===== config.mk =====
export PLATFORM = sky130hd
export DESIGN_NAME = fetch_prefetch_unit
export DESIGN_NICKNAME = d
export VERILOG_FILES = /design/src/rtl/fetch_prefetch_unit.sv
export SDC_FILE = /design/constraint.sdc
export NUM_CORES = 1
export LEC_CHECK = 0
export BUFFER_PORTS_ARGS = -buffer_cell sky130_fd_sc_hd__clkbuf_2
export CAP_MARGIN = 10
export CELL_PAD_IN_SITES_DETAIL_PLACEMENT = 0
export CELL_PAD_IN_SITES_GLOBAL_PLACEMENT = 1
export CORE_ASPECT_RATIO = 0.6
export CORE_UTILIZATION = 40
export DETAILED_ROUTE_END_ITERATION = 8
export GPL_TIMING_DRIVEN = 0
export PLACE_DENSITY = 0.69
export SLEW_MARGIN = 25
export SYNTH_ARGS = -nofsm -noshare
export SYNTH_HDL_FRONTEND = slang
export SYNTH_SLANG_ARGS = --single-unit
export TNS_END_PERCENT = 1

===== constraint.sdc =====
create_clock -name i_clk -period 4.9 [get_ports i_clk]
set_clock_uncertainty 0.15 [all_clocks]
set_input_delay 0.245 -clock i_clk [delete_from_list [all_inputs] [get_ports i_clk]]
set_output_delay 0.245 -clock i_clk [all_outputs]
set_load 0.01 [all_outputs]

===== src/rtl/fetch_prefetch_unit.sv =====
// fetch_prefetch_unit: instruction fetch that talks to the IM over an in-order req/gnt/rvalid handshake
// and keeps prefetched words in a FIFO for ID. Optional FETCH_BYPASS_EN forwards a response straight to ID.
module fetch_prefetch_unit #(
    parameter int                ADDR_W   = 16,
    parameter int                DATA_W   = 32,
    parameter int                DEPTH    = 4,
    parameter logic [ADDR_W-1:0] RESET_PC = '0
) (
    input  logic              i_clk,
    input  logic              i_rst,
    output logic              o_im_req,
    output logic [ADDR_W-1:0] o_im_addr,
    input  logic              i_im_gnt,
    input  logic              i_im_rvalid,
    input  logic [DATA_W-1:0] i_im_rdata,
    output logic              o_id_valid,
    output logic [DATA_W-1:0] o_id_instr,
    output logic [ADDR_W-1:0] o_id_pc,
    input  logic              i_id_ready,
    input  logic              i_redirect_en,
    input  logic [ADDR_W-1:0] i_redirect_pc
);
    localparam int PW = $clog2(DEPTH);
    localparam int CW = PW + 1;

    logic [ADDR_W-1:0] r_fetch_pc;
    logic [ADDR_W-1:0] r_resp_pc;
    logic [ADDR_W-1:0] r_pc_q    [DEPTH];
    logic [DATA_W-1:0] r_instr_q [DEPTH];
    logic [PW-1:0]     r_rd;
    logic [PW-1:0]     r_wr;
    logic [CW-1:0]     r_count;
    logic [CW-1:0]     r_outst;
    logic [CW-1:0]     r_drop;

    logic              w_credit;
    logic              w_fire;
    logic              w_resp;
    logic              w_take;
    logic              w_push;
    logic              w_head_valid;
    logic              w_pop;
    logic [CW:0]       w_inflight;
    logic [ADDR_W-1:0] w_head_pc;
    logic [DATA_W-1:0] w_head_instr;

    // Buffered plus in-flight words never exceed DEPTH, so a response always has a free slot.
    assign w_inflight   = {1'b0, r_count} + {1'b0, r_outst};
    assign w_credit     = w_inflight < (CW+1)'(DEPTH);
    assign o_im_req     = !i_rst && !i_redirect_en && w_credit;
    assign o_im_addr    = r_fetch_pc;
    assign w_fire       = o_im_req && i_im_gnt;

    assign w_resp       = i_im_rvalid && (r_outst != '0);
    assign w_take       = w_resp && (r_drop == '0) && !i_redirect_en;
    assign w_head_valid = (r_count != '0) && !i_redirect_en;
    assign w_pop        = w_head_valid && i_id_ready;
    assign w_head_pc    = r_pc_q[r_rd];
    assign w_head_instr = r_instr_q[r_rd];

`ifdef FETCH_BYPASS_EN
    logic w_bypass;

    assign w_bypass   = w_take && (r_count == '0);
    assign w_push     = w_take && !(w_bypass && i_id_ready);
    assign o_id_valid = w_head_valid || w_bypass;
    assign o_id_instr = w_head_valid ? w_head_instr : (w_bypass ? i_im_rdata : '0);
    assign o_id_pc    = w_head_valid ? w_head_pc    : (w_bypass ? r_resp_pc  : '0);
`else
    assign w_push     = w_take;
    assign o_id_valid = w_head_valid;
    assign o_id_instr = w_head_valid ? w_head_instr : '0;
    assign o_id_pc    = w_head_valid ? w_head_pc    : '0;
`endif

    always_ff @(posedge i_clk) begin
        if (w_push) begin
            r_pc_q[r_wr]    <= r_resp_pc;
            r_instr_q[r_wr] <= i_im_rdata;
        end
    end

    always_ff @(posedge i_clk) begin
        if (i_rst) begin
            r_fetch_pc <= RESET_PC;
            r_resp_pc  <= RESET_PC;
            r_rd       <= '0;
            r_wr       <= '0;
            r_count    <= '0;
            r_outst    <= '0;
            r_drop     <= '0;
        end else if (i_redirect_en) begin
            r_fetch_pc <= i_redirect_pc;
            r_resp_pc  <= i_redirect_pc;
            r_rd       <= '0;
            r_wr       <= '0;
            r_count    <= '0;
            // Everything still in flight is stale; pending drops are already counted in r_outst.
            r_outst    <= r_outst - CW'(w_resp);
            r_drop     <= r_outst - CW'(w_resp);
        end else begin
            if (w_fire) begin
                r_fetch_pc <= r_fetch_pc + ADDR_W'(4);
            end
            if (w_take) begin
                r_resp_pc <= r_resp_pc + ADDR_W'(4);
            end
            if (w_resp && (r_drop != '0)) begin
                r_drop <= r_drop - CW'(1);
            end
            if (w_push) begin
                r_wr <= r_wr + PW'(1);
            end
            if (w_pop) begin
                r_rd <= r_rd + PW'(1);
            end
            r_outst <= r_outst + CW'(w_fire) - CW'(w_resp);
            r_count <= r_count + CW'(w_push) - CW'(w_pop);
        end
    end

endmodule


==> metrics.cfg, run 1 <==
[global_routing]
grt-ovfl-total = 0
grt_pass1_vias = 5992
grt_use_total = 0.1721
grt_max_degree = 38
grt_pass1_wl_mm = 33.04
antenna_found_initial = 0

[synth]
synth_xor_xnor_area_share = 0.01507
synth_flop_cell = edfxtp_1
synth_area_leaders = edfxtp_1 58%, mux4_2 11%, dfxtp_1 9.5%
synth_compound_area_frac = 0.04940
synth_top_family_by_area = multiplexers
synthesis.instances = 618
synth_area_um2 = 9878
ys_types = 55
synthSimpleGateAreaFrac = 0.09411
synth_edf_count = 192
synth_nets = 690
yosys.area.top_type = edfxtp_1
synth_top_area_share = 0.5837
yosys_warnings = 0
synthMuxAreaShare = 0.1126
synthAdderAreaFrac = 0.02432
ys_async_sr_fraction = 0
yosysSeqAreaShare = 0.6789
avgSynthCellArea_um2 = 15.98
ys_seq_elements = 239

[setup_path]
cp-start-kind = flip-flop
critPathMaxStageDelay_ns = 0.47
cp.depth = 14
path_buf_inv = 4
path_delay_family = adder cells
arrival_ns = 3.66
worstSetupStartpoint = r_outst[2]
cp_slowest_cell = dfxtp_1
cp_max_fo = 10
cp_cell_sequence = ha_1 > nor3_1 > and3_1 > buf_4 > inv_2 > buf_6 > ha_1 > inv_1 > ha_1 > fa_1 > xor2_1 > o21ai_0 > xnor2_1 > nor2_1
worstReg2RegStart = r_outst[2]
crit_top_cell = ha_1
endpoint = r_outst[2]
cp_data_required_time_ns = 5.12
critPathKind = reg2reg
rrSetupSlack_ns = 1.46
r2r_end = r_outst[2]
worst_setup_path_end_kind = flip-flop
r2r_cells = 14

[power_and_ir_drop]
pwr-share-seq = 0.514
p_per_area_nw_per_um2 = 377.0
vdd_ir_drop_max_mv = 0.2535
p_switching_w = 0.001074
power_frac_clock = 0.372
p_int_w = 0.003524
power.share.combinational = 0.114
sw_frac_of_total = 0.2337
p_total_w = 0.004598
leakage_nw = 4.279

[cells_and_area]
layout-drive-gt1-share = 0.2728
diodes = 0
final_cell_mix = 192 x edfxtp_1, 119 x clkbuf_2, 50 x and2_1, 49 x dlygate4sd3_1, 48 x mux4_2
final_nets = 887
final_common_cell = edfxtp_1
final_area_um2 = 12200
fill_cells = 2090
syn_to_final_growth_pct = 23.46

[routing]
wl_per_cell_um = 18.77
ant_nets = 0
routed_wl_mm = 21.66
firstDrtPassIters = 5
drt-initial-drc-count = 351
drc = 0
vias = 6019
vias_per_cell = 5.216

[die]
pin_count = 120
die_w_um = 204.9
initial_utilization = 0.4078
die_area_um2 = 25350
num_rows = 44
die_y_um = 123.7
core_area_um2 = 24220

[clock_tree]
clock-sinks = 239
cts_buffers = 24
clk_latency_ns = 0.51
cts-root-buf = clkbuf_16
ctsResizeCount = 0
cts.clk_slew.worst_paths_ns = 0.06
cts_tree = yes
postCtsHoldBufs = 49
cts_buffer_depth = 3
htreeDepth = 1
cts_setup_buffers = 0

[timing]
period_minus_slack_ns = 3.437
tightest_slew_ns = 0.7175
fin_crit_sh = 0.7014
fmax_mhz = 290.9
final-setup-viol-count = 0
rsz0062_at_grt = no
slew_violations = 0
max-slew-margin-rel = 0.5217
finalSetupTns_ns = 0
hold_viol = 0

[place]
hpwl_mm = 14.91
gp_congestion = 0.8337
dpl-instance-area_um2 = 10970
place.port_buffers = 118

[min_path]
hp-class = in2reg

[outcome]
status = completed

[flow_run]
max_cap_viol_count = 0

-- Yosys cell counts, types with 5 or more instances --
master and instances:
or4_1 5, ha_1 16, dfxtp_1 47, o31a_1 7, xnor2_1 13, mux4_2 48
nor2_1 19, buf_2 6, nand3_1 8, nand2_1 26, edfxtp_1 192, a21oi_1 24
nand4_1 7, and2_1 54, nor3_1 7, a21o_1 5, clkbuf_1 20, a31oi_1 7
inv_1 27, or3_1 6, nand2b_1 7
-- sequential cells by signal (all words and copies together), names as in the netlist, named ones only --
signal     flops
r_instr_q    128
r_pc_q        64
o_im_addr     16
r_resp_pc     16
r_count        3
r_drop         3
r_outst        3
r_rd           2
r_wr           2
-- per-stage QoR --
step | utilization | std cells | hold slack (ns) | setup slack [ns]
final | 0.5035 | 1154 | 0.03126 | 1.463
after global placement | 0.4488 | 1058 | 0.3060 | 1.061
after global routing | 0.5035 | 1154 | 0.04550 | 1.237
after floorplan | - | 618 | 0.1939 | 1.801
after CTS | 0.5035 | 1154 | 0.01782 | 1.491
after detailed placement | 0.4528 | 1062 | 0.3115 | 1.512
-- worst min path at each step --
stage	from	slack, ns	to	cells past startpoint
after global routing	i_rst	0.05	r_resp_pc[13]	3
after detailed placement	o_im_addr[0]	0.31	o_im_addr[0]	2
after floorplan	i_im_rdata[0]	0.19	r_instr_q[0][0]	0
after global placement	o_im_addr[1]	0.31	o_im_addr[1]	2
final	i_im_gnt	0.03	o_im_addr[6]	4
after CTS	i_im_gnt	0.02	o_im_addr[6]	4
-- layer usage --
metal  up-vias  track usage  wire, um
met1      3074       0.2583     10440
li1       2777            -         -
met4         0      0.04259       422
met3        29      0.02800      1004
met2       139       0.2612      9792
met5         -            0         0
-- worst reg2reg max path, cell delays in order, from the launching register on --
cell and delay [ns]:
dfxtp_1 0.47, ha_1 0.29, nor3_1 0.40, and3_1 0.22, buf_4 0.16, inv_2 0.07, buf_6 0.15, ha_1 0.27
inv_1 0.04, ha_1 0.17, fa_1 0.39, xor2_1 0.15, o21ai_0 0.20, xnor2_1 0.14, nor2_1 0.05
-- cell families (layout without fill, tap and decap cells) --
logic type / count (synthesis) / count (layout)
simple gates: 161 / 161
fa+ha+maj: 18 / 18
xor+xnor: 17 / 17
buf+inv: 60 / 274
compound gates: 72 / 72
flops: 239 / 239
mux: 51 / 51
-- area by class of cell --
class | count | area, um2 | area share
Buffer | 31 | 143.9 | 0.01180
Clock buffer | 31 | 648.1 | 0.05314
Clock inverter | 12 | 87.58 | 0.007182
Inverter | 29 | 108.9 | 0.008926
Multi-Input combinational cell | 319 | 2929 | 0.2402
Sequential cell | 239 | 6706 | 0.5499
Tap cell | 322 | 402.9 | 0.03304
Timing Repair Buffer | 171 | 1169 | 0.09582
-- power by group through the flow --
stage | Combinational [W] | Sequential [W] | Clock, W
CTS | 0.000529 | 0.00236 | 0.00175
global route | 0.000585 | 0.00237 | 0.00183
floorplan | 0.000327 | 0.00239 | 0
detailed placement | 0.000494 | 0.00241 | 0
global placement | 0.000464 | 0.00240 | 0
finish | 0.000523 | 0.00236 | 0.00171
No activity file was read; power rests on OpenSTA's default activity.
==> inputs of run 2 (changes only) <==
--- a/config.mk
+++ b/config.mk
@@ -13,7 +13,7 @@
 export CORE_UTILIZATION = 40
 export DETAILED_ROUTE_END_ITERATION = 8
 export GPL_TIMING_DRIVEN = 0
-export PLACE_DENSITY = 0.69
+export PLACE_DENSITY = 0.72
 export SLEW_MARGIN = 25
 export SYNTH_ARGS = -nofsm -noshare
 export SYNTH_HDL_FRONTEND = slang
==> constraint.sdc (replaced) <==
create_clock -name i_clk -period 2.8 [get_ports i_clk]
set_clock_uncertainty 0.15 [all_clocks]
set_input_delay 0.14 -clock i_clk [delete_from_list [all_inputs] [get_ports i_clk]]
set_output_delay 0.14 -clock i_clk [all_outputs]
set_load 0.01 [all_outputs]
==> run 2 against run 1 <==
Net effect: the run now ends with setup timing left; largest power group unchanged; die area did not move; non-clock buffer count is 8 higher; worst setup slack worse by 1.5 ns; critical path type unchanged; critical path depth is 2 lower; highest routed layer unchanged; critical endpoint unchanged; power is 85% higher.
==> metrics.cfg, run 2 (synthesis results as in run 1) <==
[power_and_ir_drop]
leakage_nw = 4.400  ; was 4.279 nW
power.share.combinational = 0.117  ; was 0.114
p_per_area_nw_per_um2 = 682.9  ; was 377.0 nW/um2
power_frac_clock = 0.397  ; was 0.372
p_switching_w = 0.001959  ; was 0.001074 W
p_int_w = 0.006570  ; was 0.003524 W
sw_frac_of_total = 0.2297  ; was 0.2337
pwr-share-seq = 0.485  ; was 0.514
vdd_ir_drop_max_mv = 0.5654  ; was 0.2535 mV

[routing]
vias_per_cell = 5.199  ; was 5.216
ant_nets = 0  ; unchanged
routed_wl_mm = 21.73  ; was 21.66 mm
vias = 6046  ; was 6019
drc = 0  ; unchanged
wl_per_cell_um = 18.68  ; was 18.77 um
firstDrtPassIters = 5  ; unchanged
drt-initial-drc-count = 432  ; was 351

[timing]
fin_ws_ns = -0.02464  ; was 1.463 ns
finalSetupTns_ns = -0.02464  ; was 0 ns
hold_viol = 0  ; unchanged
rsz0062_at_grt = yes  ; was no
fin_crit_sh = 1.009  ; was 0.7014
fmax_mhz = 354.0  ; was 290.9 MHz
max-slew-margin-rel = 0.5120  ; was 0.5217
slew_violations = 0  ; unchanged
period_minus_slack_ns = 2.825  ; was 3.437 ns
tightest_slew_ns = 0.7320  ; was 0.7175 ns
final-setup-viol-count = 1  ; was 0

[cells_and_area]
diodes = 0  ; unchanged
layout-drive-gt1-share = 0.2937  ; was 0.2728
largest_register_ff_count = 128  ; unchanged
seqCellArea_um2 = 6715  ; was 6706 um2
multi_input_area_um2 = 2992  ; was 2929 um2
final_cell_mix = 192 x edfxtp_1, 123 x clkbuf_2, 55 x dlygate4sd3_1, 50 x and2_1, 48 x mux4_2  ; was 192 x edfxtp_1, 119 x clkbuf_2, 50 x and2_1, 49 x dlygate4sd3_1, 48 x mux4_2
syn_to_final_growth_pct = 26.45  ; was 23.46%
post-route-util = 0.5157  ; was 0.5035
fill_cells = 2012  ; was 2090
final_common_cell = edfxtp_1  ; unchanged
max_flop_register = r_instr_q  ; unchanged
largestRegisters = r_instr_q: 128 flops, r_pc_q: 64 flops  ; unchanged
final_nets = 895  ; was 887

[die]
die_y_um = 123.7  ; unchanged
die_area_um2 = 25350  ; unchanged
pin_count = 120  ; unchanged
die_w_um = 204.9  ; unchanged
core_area_um2 = 24220  ; unchanged
num_rows = 44  ; unchanged
initial_utilization = 0.4078  ; unchanged

[clock_tree]
htreeDepth = 1  ; unchanged
cts_buffers = 24  ; unchanged
cts.clk_slew.worst_paths_ns = 0.06  ; about the same
cts_tree = yes  ; unchanged
clk_latency_ns = 0.52  ; was 0.51 ns
clock-sinks = 239  ; unchanged
cts_buffer_depth = 3  ; unchanged
cts-root-buf = clkbuf_16  ; unchanged

[flow_run]
max_cap_viol_count = 0  ; unchanged

[place]
place.port_buffers = 118  ; unchanged
hpwl_mm = 14.53  ; was 14.91 mm
gp_congestion = 0.8303  ; was 0.8337

[outcome]
violations = setup timing
status = finished with violations  ; was completed

[setup_path]
cp_max_fo = 12  ; was 10
crit_top_cell = ha_4  ; was ha_1
cp_slowest_cell = dfxtp_4  ; was dfxtp_1
cp-start-kind = flip-flop  ; unchanged
cp_cell_sequence = ha_4 > a311oi_4 > and3_4 > inv_8 > ha_4 > inv_1 > ha_2 > fa_2 > xor2_1 > o21ai_1 > xnor2_1 > nor2_1  ; was ha_1 > nor3_1 > and3_1 > buf_4 > inv_2 > buf_6 > ha_1 > inv_1 > ha_1 > fa_1 > xor2_1 > o21ai_0 > xnor2_1 > nor2_1
cp_data_required_time_ns = 3.02  ; was 5.12 ns
arrival_ns = 3.04  ; was 3.66 ns
critPathKind = reg2reg  ; unchanged
critPathMaxStageDelay_ns = 0.36  ; was 0.47 ns
worst_setup_path_end_kind = flip-flop  ; unchanged

[global_routing]
grt_max_degree = 39  ; was 38
grt_pass1_vias = 6160  ; was 5992
grt-ovfl-total = 0  ; unchanged
grt_use_total = 0.1732  ; was 0.1721
antenna_found_initial = 0  ; unchanged
grt_pass1_wl_mm = 33.67  ; was 33.04 mm

[min_path]
hp-class = in2reg  ; unchanged

-- run 2: final timing paths --
path | cells past startpoint | slack, ns | to | from
setup / recovery | 12 | -0.02 | r_outst[2] | r_outst[1]
hold / removal | 4 | 0.09 | o_im_addr[7] | i_redirect_en
setup reg to reg | 12 | -0.02 | r_outst[2] | r_outst[1]
hold reg to reg | 2 | 0.31 | o_im_addr[0] | o_im_addr[0]
-- run 2: per-layer routing --
| metal | vias up | GRT usage | share of wire |
|---|---|---|---|
| met5 | - | 0 | 0 |
| met4 | 0 | 0.03935 | 0.014 |
| met3 | 27 | 0.03271 | 0.048 |
| met2 | 139 | 0.2660 | 0.47 |
| met1 | 3082 | 0.2558 | 0.47 |
| li1 | 2798 | - | - |
-- run 2: per-stage QoR --
| stage | total power [W] | cell area [um2] | hold slack, ns | setup WS (ns) | std cells |
|---|---|---|---|---|---|
| global route | 0.008881 | 12490 | 0.09624 | -0.1150 | 1163 |
| global placement | 0.005048 | 10930 | 0.2033 | -0.9703 | 1058 |
| detailed placement | 0.005126 | 11050 | 0.2105 | -0.3367 | 1062 |
| CTS | 0.008601 | 12490 | 0.05515 | -0.01149 | 1164 |
| floorplan | 0.004791 | 9933 | 0.08887 | -0.1177 | 618 |
| finish | 0.008529 | 12490 | 0.09229 | -0.02464 | 1163 |
-- run 2: cell type report --
| type | instances | share of cell area |
|---|---|---|
| Buffer | 29 | 0.01112 |
| Clock buffer | 31 | 0.05099 |
| Clock inverter | 13 | 0.01663 |
| Inverter | 29 | 0.009316 |
| Multi-Input combinational cell | 319 | 0.2395 |
| Sequential cell | 239 | 0.5376 |
| Tap cell | 322 | 0.03225 |
| Timing Repair Buffer | 181 | 0.1026 |
-- run 2: power groups by stage --
stage	registers [W]	logic (W)	clock network, W
finish	0.00414	0.00100	0.00339
global route	0.00416	0.00111	0.00361
CTS	0.00414	0.00101	0.00345
detailed placement	0.00422	0.000902	0
global placement	0.00422	0.000833	0
floorplan	0.00419	0.000596	0
-- run 2: critical path: cells and delay by family (launching register included) --
family / cells / cell delay (ns)
flip-flops: 1 / 0.36
buffers and inverters: 2 / 0.10
adder cells (fa/ha/maj): 4 / 1.00
XOR/XNOR: 2 / 0.28
AND/OR/NAND/NOR: 2 / 0.35
AO/OA/AOI/OAI: 2 / 0.44
-- run 2: timing repair --
| action | CTS | global route |
|---|---|---|
| setup buffers | 4 | 0 |
| hold buffers | 55 | 0 |
| setup endpoints to repair | 23 | 23 |
| hold endpoints to repair | 165 | 0 |
| pin swaps | 6 | 4 |
| resized for setup | 14 | 2 |
